--- src/rtl/wisc_pkg.sv ---
// Shared ISA constants for the WISC pipeline: opcodes, branch condition codes
// and the bit positions of the N/V/Z flags, plus the per-opcode flag write mask.
package wisc_pkg;

    localparam logic [3:0] OP_ADD    = 4'b0000;
    localparam logic [3:0] OP_SUB    = 4'b0001;
    localparam logic [3:0] OP_XOR    = 4'b0010;
    localparam logic [3:0] OP_RED    = 4'b0011;
    localparam logic [3:0] OP_SLL    = 4'b0100;
    localparam logic [3:0] OP_SRA    = 4'b0101;
    localparam logic [3:0] OP_ROR    = 4'b0110;
    localparam logic [3:0] OP_PADDSB = 4'b0111;

    localparam logic [2:0] COND_NE     = 3'b000;
    localparam logic [2:0] COND_EQ     = 3'b001;
    localparam logic [2:0] COND_GT     = 3'b010;
    localparam logic [2:0] COND_LT     = 3'b011;
    localparam logic [2:0] COND_GE     = 3'b100;
    localparam logic [2:0] COND_LE     = 3'b101;
    localparam logic [2:0] COND_OV     = 3'b110;
    localparam logic [2:0] COND_ALWAYS = 3'b111;

    localparam int FLAG_N = 2;
    localparam int FLAG_V = 1;
    localparam int FLAG_Z = 0;

    // Which NVZ bits an opcode may overwrite; every opcode with bit 3 set writes none.
    function automatic logic [2:0] flag_write_mask(input logic [3:0] op);
        logic [2:0] mask;
        case (op)
            OP_ADD, OP_SUB:                 mask = 3'b111;
            OP_XOR, OP_SLL, OP_SRA, OP_ROR: mask = 3'b001;
            OP_RED, OP_PADDSB:              mask = 3'b000;
            default:                        mask = 3'b000;
        endcase
        return mask;
    endfunction

endpackage

--- src/rtl/branch_cond_eval.sv ---
// Combinational branch condition evaluator: decides whether a conditional
// branch is taken from the architectural NVZ flags.
module branch_cond_eval
    import wisc_pkg::*;
(
    input  logic [2:0] flags,
    input  logic [2:0] cond,
    output logic       taken
);

    logic n_s;
    logic v_s;
    logic z_s;

    assign n_s = flags[FLAG_N];
    assign v_s = flags[FLAG_V];
    assign z_s = flags[FLAG_Z];

    // Condition-code decode.
    always_comb begin
        taken = 1'b0;
        case (cond)
            COND_NE:     taken = ~z_s;
            COND_EQ:     taken = z_s;
            COND_GT:     taken = ~z_s & ~n_s;
            COND_LT:     taken = n_s;
            COND_GE:     taken = z_s | (~z_s & ~n_s);
            COND_LE:     taken = n_s | z_s;
            COND_OV:     taken = v_s;
            COND_ALWAYS: taken = 1'b1;
            default:     taken = 1'b0;
        endcase
    end

endmodule

--- src/rtl/ex_flag_branch_stage.sv ---
// EX-stage tail: updates the NVZ flag register, resolves branches against the
// current flags and registers the EX/MEM payload and redirect request.
module ex_flag_branch_stage
    import wisc_pkg::*;
(
    input  logic        clk,
    input  logic        rst,
    input  logic        stall,
    input  logic        flush,
    input  logic        in_valid,
    input  logic [3:0]  opcode,
    input  logic [15:0] alu_result,
    input  logic [2:0]  alu_nvz,
    input  logic [3:0]  dst_reg,
    input  logic        reg_wr_in,
    input  logic        is_branch,
    input  logic [2:0]  cond,
    input  logic [15:0] branch_target,
    input  logic [15:0] pc_plus2,
    output logic        mem_valid,
    output logic [15:0] mem_result,
    output logic [3:0]  mem_dst,
    output logic        mem_reg_wr,
    output logic [2:0]  flags_q,
    output logic        redirect,
    output logic [15:0] redirect_pc
);

    logic        mem_valid_r,   mem_valid_s;
    logic [15:0] mem_result_r,  mem_result_s;
    logic [3:0]  mem_dst_r,     mem_dst_s;
    logic        mem_reg_wr_r,  mem_reg_wr_s;
    logic [2:0]  flags_r,       flags_s;
    logic        redirect_r,    redirect_s;
    logic [15:0] redirect_pc_r, redirect_pc_s;
    logic        taken_s;
    logic [2:0]  flag_mask_s;

    branch_cond_eval u_cond (
        .flags (flags_r),
        .cond  (cond),
        .taken (taken_s)
    );

    assign flag_mask_s = flag_write_mask(opcode);

    // Next-state selection; everything holds unless a case below overrides it.
    always_comb begin
        mem_valid_s   = mem_valid_r;
        mem_result_s  = mem_result_r;
        mem_dst_s     = mem_dst_r;
        mem_reg_wr_s  = mem_reg_wr_r;
        flags_s       = flags_r;
        redirect_s    = 1'b0;
        redirect_pc_s = redirect_pc_r;
        if (flush) begin
            mem_valid_s  = 1'b0;
            mem_reg_wr_s = 1'b0;
        end else if (stall) begin
            mem_valid_s  = mem_valid_r;
        end else if (!in_valid) begin
            mem_valid_s  = 1'b0;
            mem_reg_wr_s = 1'b0;
        end else begin
            mem_valid_s  = 1'b1;
            mem_dst_s    = dst_reg;
            mem_reg_wr_s = reg_wr_in;
            // Branch-and-link writes the return address instead of the ALU value.
            if (is_branch && reg_wr_in) begin
                mem_result_s = pc_plus2;
            end else begin
                mem_result_s = alu_result;
            end
            flags_s = (flags_r & ~flag_mask_s) | (alu_nvz & flag_mask_s);
            if (is_branch && taken_s) begin
                redirect_s    = 1'b1;
                redirect_pc_s = branch_target;
            end else begin
                redirect_s    = 1'b0;
            end
        end
    end

    // State registers with synchronous reset taking priority over stall/flush.
    always_ff @(posedge clk) begin
        if (rst) begin
            mem_valid_r   <= 1'b0;
            mem_result_r  <= 16'h0000;
            mem_dst_r     <= 4'h0;
            mem_reg_wr_r  <= 1'b0;
            flags_r       <= 3'b000;
            redirect_r    <= 1'b0;
            redirect_pc_r <= 16'h0000;
        end else begin
            mem_valid_r   <= mem_valid_s;
            mem_result_r  <= mem_result_s;
            mem_dst_r     <= mem_dst_s;
            mem_reg_wr_r  <= mem_reg_wr_s;
            flags_r       <= flags_s;
            redirect_r    <= redirect_s;
            redirect_pc_r <= redirect_pc_s;
        end
    end

    assign mem_valid   = mem_valid_r;
    assign mem_result  = mem_result_r;
    assign mem_dst     = mem_dst_r;
    assign mem_reg_wr  = mem_reg_wr_r;
    assign flags_q     = flags_r;
    assign redirect    = redirect_r;
    assign redirect_pc = redirect_pc_r;

endmodule
--- config.mk ---
export PLATFORM = sky130hd
export DESIGN_NAME = ex_flag_branch_stage
export DESIGN_NICKNAME = d
export VERILOG_FILES = /design/src/rtl/wisc_pkg.sv /design/src/rtl/branch_cond_eval.sv /design/src/rtl/ex_flag_branch_stage.sv
export SDC_FILE = /design/constraint.sdc
export NUM_CORES = 1
export LEC_CHECK = 0
export CAP_MARGIN = 25
export CORE_UTILIZATION = 38
export CTS_CLUSTER_SIZE = 8
export DETAILED_ROUTE_END_ITERATION = 7
export PLACE_DENSITY = 0.85
export SYNTH_ARGS = -nofsm -noshare
export SYNTH_HDL_FRONTEND = slang
export SYNTH_HIERARCHICAL = 1
export SYNTH_SLANG_ARGS = --single-unit
--- constraint.sdc ---
create_clock -name clk -period 1.73 [get_ports clk]
set_input_delay 0.4325 -clock clk [delete_from_list [all_inputs] [get_ports clk]]
set_output_delay 0.4325 -clock clk [all_outputs]
set_load 0.005 [all_outputs]
### After elaboration in Yosys (flattened, before gate mapping)

Memories as Yosys holds them, arrays and structs flattened.
Cells that the tools add are included.

| operators by class | value |
|---|---|
| eq/ne operators | 7 |
| muxes and demuxes | 6 |
| bitwise operators | 12 |
| reduce and logical (&&, ||, !) cells | 7 |

Operators with widths:

| operator | number |
|---|---|
| 16-bit two-way mux | 1 |
| 3-bit equality test (second input constant) | 4 |
| 1-bit one-hot mux with 8 select lines | 1 |
| 3-bit AND | 2 |
| 3-bit by 2-bit equality test with 1-bit output (second input constant) | 2 |
| 1-bit inverter | 5 |
| 4-bit AND reduction | 1 |
| 4-bit OR reduction | 1 |
| 3-bit by 1-bit equality test with 1-bit output (second input constant) | 1 |
| 3-bit logical NOT | 1 |
| 1-bit two-way mux | 3 |
| 3-bit two-way mux | 1 |
| 3-bit inverter | 1 |
| 3-bit OR | 1 |
| 3-bit AND reduction | 1 |
| 1-bit logical AND | 2 |
| 1-bit OR | 2 |
| 2-bit OR reduction | 1 |
| 1-bit AND | 1 |

| word-level totals | value |
|---|---|
| register bits | 42 |
| ROM bits | 24 |
| input port bits | 69 |
| output and inout bits | 42 |
| logic and storage cells | 40 |
| memories | 1 |

Memory list:

| name | depth | bits a word | rd ports | clocked after memory_dff | wr ports | line | RTL |
|---|---|---|---|---|---|---|---|
| (no name shown) | 8 | 3 | 1 | 0 | 0 | wisc_pkg.sv:30 | `case (op)` |

### Longest topological paths before layout

Gate-level depths: netlist of the first run.

| logic depth | value |
|---|---|
| depth in word-level cells | 6 |
| depth in mapped cells | 8 |

### Modules after synthesis

Netlist of the first run, hierarchy kept.

By module, submodules not included:

| module | instances | cells each | area an instance (um2) | sequential area each (um2) |
|---|---|---|---|---|
| ex_flag_branch_stage | 1 | 204 | 1,835.5 | 840.8 |
| branch_cond_eval | 1 | 11 | 76.3 | 0.0 |

### Worst setup path after synthesis of the first run

Ideal clock, no wire load.

| path | value |
|---|---|
| path kind | input to register |
| start point | input port cond[2] |
| end point | register redirect_pc_r[10] (netlist: redirect_pc[10]) |
| library setup time | 120 ps |
| arrival time | 1,506 ps |
| path slack | 105 ps |
| stages on the path | 8 |
| path buffers | 2 |
| cell sequence | nor2b_2 mux2i_1 o31a_1 o21a_1 and3_1 buf_4 buf_6 mux2i_1 |

| on the way | value |
|---|---|
| word-level cells in the longest chain between the ends | 4 |
| elaborated cells on any way between the ends | 11 |
| classes of those cells | eq/ne (7); mux (1); reduce/logical (3) |

Ends and longest elaborated chain:

| element | line | RTL |
|---|---|---|
| from (decl) | ex_flag_branch_stage.sv:17 | `input logic [2:0] cond,` |
| 3-bit equality test, or another cell as far along | branch_cond_eval.sv:22 | `case (cond)` |
| 1-bit one-hot mux with 8 select lines * | branch_cond_eval.sv:22 |  |
| net taken_s | ex_flag_branch_stage.sv:36 | `logic taken_s;` |
| 1-bit logical AND * | ex_flag_branch_stage.sv:75 | `if (is_branch && taken_s) begin` |
| 4-bit AND reduction (no source line) * | - |  |
| to (signal assigned) | ex_flag_branch_stage.sv:101 | `redirect_pc_r <= redirect_pc_s;` |
| to (decl) | ex_flag_branch_stage.sv:35 | `logic [15:0] redirect_pc_r, redirect_pc_s;` |

The timed path passes the listed nets; every way through them passes the cells marked *.
A chain may end at the register's enable or synchronous reset.

==> results of run 1 <==
## final timing paths
path	endpoint	slack (ps)	startpoint	cells after the start
setup / recovery	flags_q[2]	60	flop	1
hold / removal	mem_dst[2]$_SDFFE_PP0P_	460	mem_dst[2]$_SDFFE_PP0P_	2
setup reg to reg	redirect_pc[9]$_SDFFE_PP0P_	200	flop	6
hold reg to reg	mem_dst[2]$_SDFFE_PP0P_	460	mem_dst[2]$_SDFFE_PP0P_	2
## cells in the mapped netlist, types with 2 or more instances
cell type	instances	area [um2]
nand3_1	17	85.08
clkbuf_1	8	30.03
a21oi_1	8	40.04
a311oi_1	16	140.1
nor2b_1	2	12.51
buf_2	7	35.03
dfxtp_1	42	840.8
mux2i_1	20	200.2
nand2b_1	37	231.5
nand2_1	26	97.59
nor3_1	2	10.01
nor2_1	16	60.06
## metal layers
layer	routed length (um)	vias up	part of all wire, %
met5	0	-	0
met4	78	0	1.5
met3	247	6	4.9
met2	2586	61	51
met1	2177	855	43
li1	-	964	-
## cells in the final DEF, fill, tap and decap left out, drive strengths merged, types with 7 or more instances in the layout
cell type	synthesis	layout
clkdlybuf4s50	0	105
dfxtp	42	42
nand2b	37	37
nand2	26	26
mux2i	20	20
nand3	17	17
nor2	16	16
a311oi	16	16
buf	9	13
a21oi	8	8
clkbuf	8	7
## power by group
| part | leakage [nW] | internal (mW) | switching (mW) |
|---|---|---|---|
| registers | 0.341 | 0.996 | 0.0152 |
| clock network | 0.0482 | 0.322 | 0.305 |
| logic | 0.803 | 0.270 | 0.139 |
| total | 1.19 | 1.59 | 0.459 |
## tightest hold or removal path: cells and delay by family, from the launching register on
kind | cells | cell delay (ps)
flip-flops | 1 | 310
AO/OA/AOI/OAI | 1 | 50
AND/OR/NAND/NOR | 1 | 50
## sequential cells by signal, indices dropped and copies added, names as in the netlist, named ones only
| signal | count |
|---|---|
| mem_valid | 1 |
| mem_reg_wr | 1 |
| mem_result | 16 |
| redirect | 1 |
| redirect_pc | 16 |
| mem_dst | 4 |
## repair_timing
action / 4_1_cts / 5_1_grt
setup buffers: 0 / 0
setup endpoints to repair: 17 / 8
cloned: 1 / 0
resized for setup: 5 / 4
pin swaps: 0 / 2
hold endpoints to repair: 0 / 0
## final cells by class
| cell class | count | area (um2) | area share (%) |
|---|---|---|---|
| Timing Repair Buffer | 123 | 1284 | 38.86 |
| Clock buffer | 7 | 86.33 | 2.614 |
| Multi-Input combinational cell | 155 | 999.7 | 30.27 |
| Sequential cell | 42 | 840.8 | 25.45 |
| Tap cell | 67 | 83.83 | 2.538 |
| Inverter | 1 | 3.754 | 0.1136 |
| Clock inverter | 1 | 5.005 | 0.1515 |
## cell families (layout without fill, tap and decap cells)
logic type / after synthesis / after routing / share of synthesized area, %
flops: 42 / 42 / 43.98
simple gates: 106 / 106 / 29.52
compound gates: 29 / 29 / 11.45
mux: 20 / 20 / 10.47
buf+inv: 18 / 132 / 4.581
## metrics by stage
step / TNS, ps / utilization (%) / setup slack [ps] / cell area (um2) / power, mW
floorplan: 0 / - / 105.0 / 1912 / 1.168
global placement: -6975 / 66.27 / -324.8 / 3172 / 1.435
detailed placement: -8726 / 66.27 / -386.8 / 3172 / 1.443
CTS: 0 / 68.99 / 12.11 / 3302 / 2.074
global route: 0 / 69.02 / 4.930 / 3303 / 2.152
finish: 0 / 69.02 / 59.77 / 3303 / 2.047
==> metrics, run 1 <==
number of global-route vias before repair 1767; gr usage total 19.07%; initial antenna violation count 0; max-slew violation count 0; M1 GR Usage 21.74%; Setup crit end kind output port; H-tree lvl count 2; Hold WS 457.9 ps; run status finished, final reports clean; post-synthesis instance total 215; CTS Buffer Depth 2; Critical Path, Cell by Cell clkdlybuf4s50_1; Reg clk slew, reported paths 70 ps; die area 0.005319 mm2; antenna viol nets, final 0; met2 usage 34.48%; share of cells above drive strength 1 7.903%; crit path launch type flop; total global routing overflow 0; Via Count 1886; pwr/cell area 619.8 mW/mm2; via/cell ratio 4.763; Async SR Flop Fraction 0%; WP data arrival 1240 ps; post-route minimum period 1670 ps; Slew headroom 79.78%; global-route wire length before repair 7803 um; FILL cells 419; period utilization 96.55%; largest net degree at the start of global routing 61; DR pass1 iterations 5; Rows 25; CTS Buf Count 5; fmax 598.7 MHz; Distinct cells, synth 26; ant diodes 0; Final Hold Fails 0; RePlAce Congestion 0.7755; I/O pin cnt 111; Syn Nets 284; Layout area overhead 72.77%; max cap viols 0; CP max-delay cell clkdlybuf4s50_1; TritonCTS Sinks 42; RSZ-0062 raised after global routing no; GR met3 Demand/Resource 4.834%; post-DR wirelength/cell 12.85 um; Yosys reg bits 42; register area share after synthesis 43.98%; Setup Crit Path Kind reg2out; Nets 397; CTS tree yes; Clock Latency Late Sink 280 ps; number of port buffers 110; Post-DP HPWL 3788 um; Non-Filler Instances 396; Worst Clk Skew 4.343 ps; worst vdd ir 0.4534 mV; leakage power 1.192 nW; Post-Route WL 5090 um; Post-synth EDFFs 0; Buf+Inv Stages, Crit Path 1; Primary FF master, synth dfxtp_1; endpoints failing setup 0; Placed Instances 387; Mapped Area 0.001912 mm2; Core ar. 0.004786 mm2; Worst Path Max Fanout 5; initial core utilization 39.95%; Largest delay share family, worst path buffers and inverters; Warnings, synthesis 6; number of remaining DRC errors 0; CTS Hold Bufs 0; clock root buffer clkbuf_8; CP required 1300 ps; Vert. Die Dim 72.93 um; max incr delay on CP 530 ps; syn_area_per_cell 8.892 um2; grt peak-use layer met2; Starting DRT DRC Count 62; Min-Delay Path Class reg2reg; Die W 72.93 um; Slew @ Worst Pin 301.0 ps
Power figures use the tool's default switching activity.
==> inputs of run 2 (changes only) <==
- CTS_CLUSTER_DIAMETER: default -> 120
- SLEW_MARGIN: default -> 20
- TNS_END_PERCENT: default -> 20
==> results of run 2 <==
Same layout as run 1: the final DEF is identical, and so are final timing and power.
==> inputs of run 3 (changes only) <==
- CORE_UTILIZATION: 38 -> 39
- CTS_BUF_LIST: default -> sky130_fd_sc_hd__clkbuf_4 sky130_fd_sc_hd__clkbuf_8
- PLACE_DENSITY: 0.85 -> 0.91
- clock period: 1.73 -> 1.61 ns (I/O delays scaled with it)
==> metrics, run 3 (synthesis gave the netlist of run 1 again) <==
crit path launch type input pin; worst vdd ir 0.3994 mV (-12%); post-route minimum period 1605 ps; max cap viols 0 (unchanged); initial core utilization 40.48% (+0.53 points); max-slew violation count 0 (unchanged); max incr delay on CP 250 ps (-280 ps); Worst Clk Skew 4.013 ps (-0.3298 ps); antenna viol nets, final 0 (unchanged); most common cell after layout, fill and taps aside clkdlybuf4s50_1; Layout area overhead 75.26%; FILL cells 378 (-9.8%); Slew @ Worst Pin 295.7 ps (-5.370 ps); Slew headroom 80.14% (+0.36 points); period utilization 99.69%; post-DR wirelength/cell 14.81 um (+15%); CTS Buffer Depth 2 (unchanged); CP required 1820 ps (+520 ps); Seq pwr share 49.4% (about the same); Final Power 2.199 mW (+7.4%); Die W 72.02 um (-1.3%); Worst Path Max Fanout 9 (+4); Setup crit end kind flop; P_sw 0.5009 mW (+9.0%); Starting DRT DRC Count 91 (+47%); Cell Int Power 1.699 mW (+7.0%); Setup Total Neg Slack 0 ps (unchanged); Post-Route WL 5866 um (+15%); die area 0.005186 mm2 (-2.5%); RSZ-0062 raised after global routing yes; global-route wire length before repair 9128 um (+17%); Vert. Die Dim 72.02 um (-1.3%); CP max-delay cell dlygate4sd2_1; Rows 25 (unchanged); cell mode on critical path mux2i_1; Min-Delay Path Class reg2reg; CTS tree yes; switch share 22.77% (+0.34 points); pre-CTS setup slack -506.7 ps (-119.9 ps); RePlAce Congestion 0.7381 (-4.8%); WP data arrival 1810 ps (+570 ps); clock root buffer clkbuf_8; gr usage total 22.78% (+3.7 points); Final Hold Fails 0 (unchanged); Core ar. 0.004723 mm2 (-1.3%); most frequent cells in the layout clkdlybuf4s50_1, dfxtp_1, nand2b_1; FF+latch area 845.8 um2 (+0.60%); TritonCTS Sinks 42 (unchanged); Clock Latency Late Sink 280 ps (about the same); DR pass1 iterations 4 (-1); Via Count 1984 (+5.2%); fmax 623.0 MHz; largest net degree at the start of global routing 39 (-36%); ant diodes 0 (unchanged); Setup WS post-layout 4.964 ps (-54.80 ps); H-tree lvl count 2 (unchanged); I/O pin cnt 111 (unchanged); Nets 399 (+0.50%); CTS Buf Count 5 (unchanged); number of port buffers 110 (unchanged); pwr/cell area 656.4 mW/mm2 (+5.9%); Multi-input gate area 999.7 um2 (unchanged); initial antenna violation count 0 (unchanged); Post-DP HPWL 4183 um (+10%); clock share of power 29.7% (-0.9 points); worst reg-to-reg setup slack 80 ps (-120 ps); via/cell ratio 5.010 (+5.2%); endpoints failing setup 0 (unchanged); total global routing overflow 0 (unchanged); Setup Crit Path Kind in2reg; Reg clk slew, reported paths 70 ps (about the same); share of cells above drive strength 1 9.119% (+1.2 points); Critical Path, Cell by Cell dlygate4sd2_1 -> nor2b_4 -> mux2i_1 -> o31a_1 -> o21a_1 -> and3_4 -> buf_12 -> mux2i_1; leakage power 1.237 nW (+3.7%); number of remaining DRC errors 0 (unchanged); number of global-route vias before repair 1969 (+11%); CTS Hold Bufs 0 (unchanged); run status finished, final reports clean; Comb pwr share 20.9% (+0.9 points)
[run 3: changes by cell type in the layout (fill, tap and decap cells not counted), sizes merged]
cell | before | now
clkinv | 1 | 0
clkdlybuf4s50 | 105 | 103
dlymetal6s2s | 2 | 4
buf | 13 | 14
[run 3: worst paths after layout]
kind / startpoint / to / cells after the start
min reg2reg: mem_dst[1]$_SDFFE_PP0P_ / mem_dst[1]$_SDFFE_PP0P_ / 2
max reg2reg: flop / redirect_pc[9]$_SDFFE_PP0P_ / 6
max: cond[2] / redirect_pc[9]$_SDFFE_PP0P_ / 8
min: mem_dst[1]$_SDFFE_PP0P_ / mem_dst[1]$_SDFFE_PP0P_ / 2
[run 3: repair_timing]
action,in CTS,in global routing
resized for setup,9,6
setup buffers,1,1
gates cloned,1,1
pin swaps,1,1
setup endpoints to repair,18,18
[run 3: worst max-delay path: cells and delay by family]
kind / cells / cell delay, ps
buffers and inverters: 2 / 400
multiplexers: 2 / 380
AND/OR/NAND/NOR: 2 / 360
AO/OA/AOI/OAI: 2 / 270
[run 3: area by class of cell]
class,count,share of cell area [%]
repair buffers,125,39.84
multi-input cells,155,29.84
flip-flops and latches,42,25.24
well taps,67,2.502
clock buffers,6,2.465
inverters,1,0.1120
[run 3: per-stage QoR]
step           utilization, %  cells  cell area, um2  hold slack, ps
2_1_floorplan               -    215            1912           452.7
3_3_place_gp            67.26    386            3177           443.8
3_5_place_dp            67.26    386            3177           451.3
4_1_cts                 69.96    394            3304           461.5
5_1_grt                 70.94    396            3351           488.9
6_report                70.94    396            3351           458.2
[run 3: power by group through the flow]
| stage | combinational (mW) | clock [mW] | sequential, mW |
|---|---|---|---|
| 6_report | 0.460 | 0.654 | 1.09 |
| 5_1_grt | 0.494 | 0.728 | 1.09 |
| 4_1_cts | 0.455 | 0.674 | 1.09 |
| 3_5_place_dp | 0.447 | 0 | 1.11 |
| 3_3_place_gp | 0.436 | 0 | 1.11 |
| 2_1_floorplan | 0.143 | 0 | 1.11 |
[run 3: routing by layer]
layer  up-vias  routed length [um]  share of wire (%)  global-route usage (%)
met1       924                2268                 39                   25.35
met5         -                   0                  0                       0
li1        971                   -                  -                       -
met3        14                 279                4.8                   5.139
met4         0                 155                2.6                   9.368
met2        75                3163                 54                   41.82
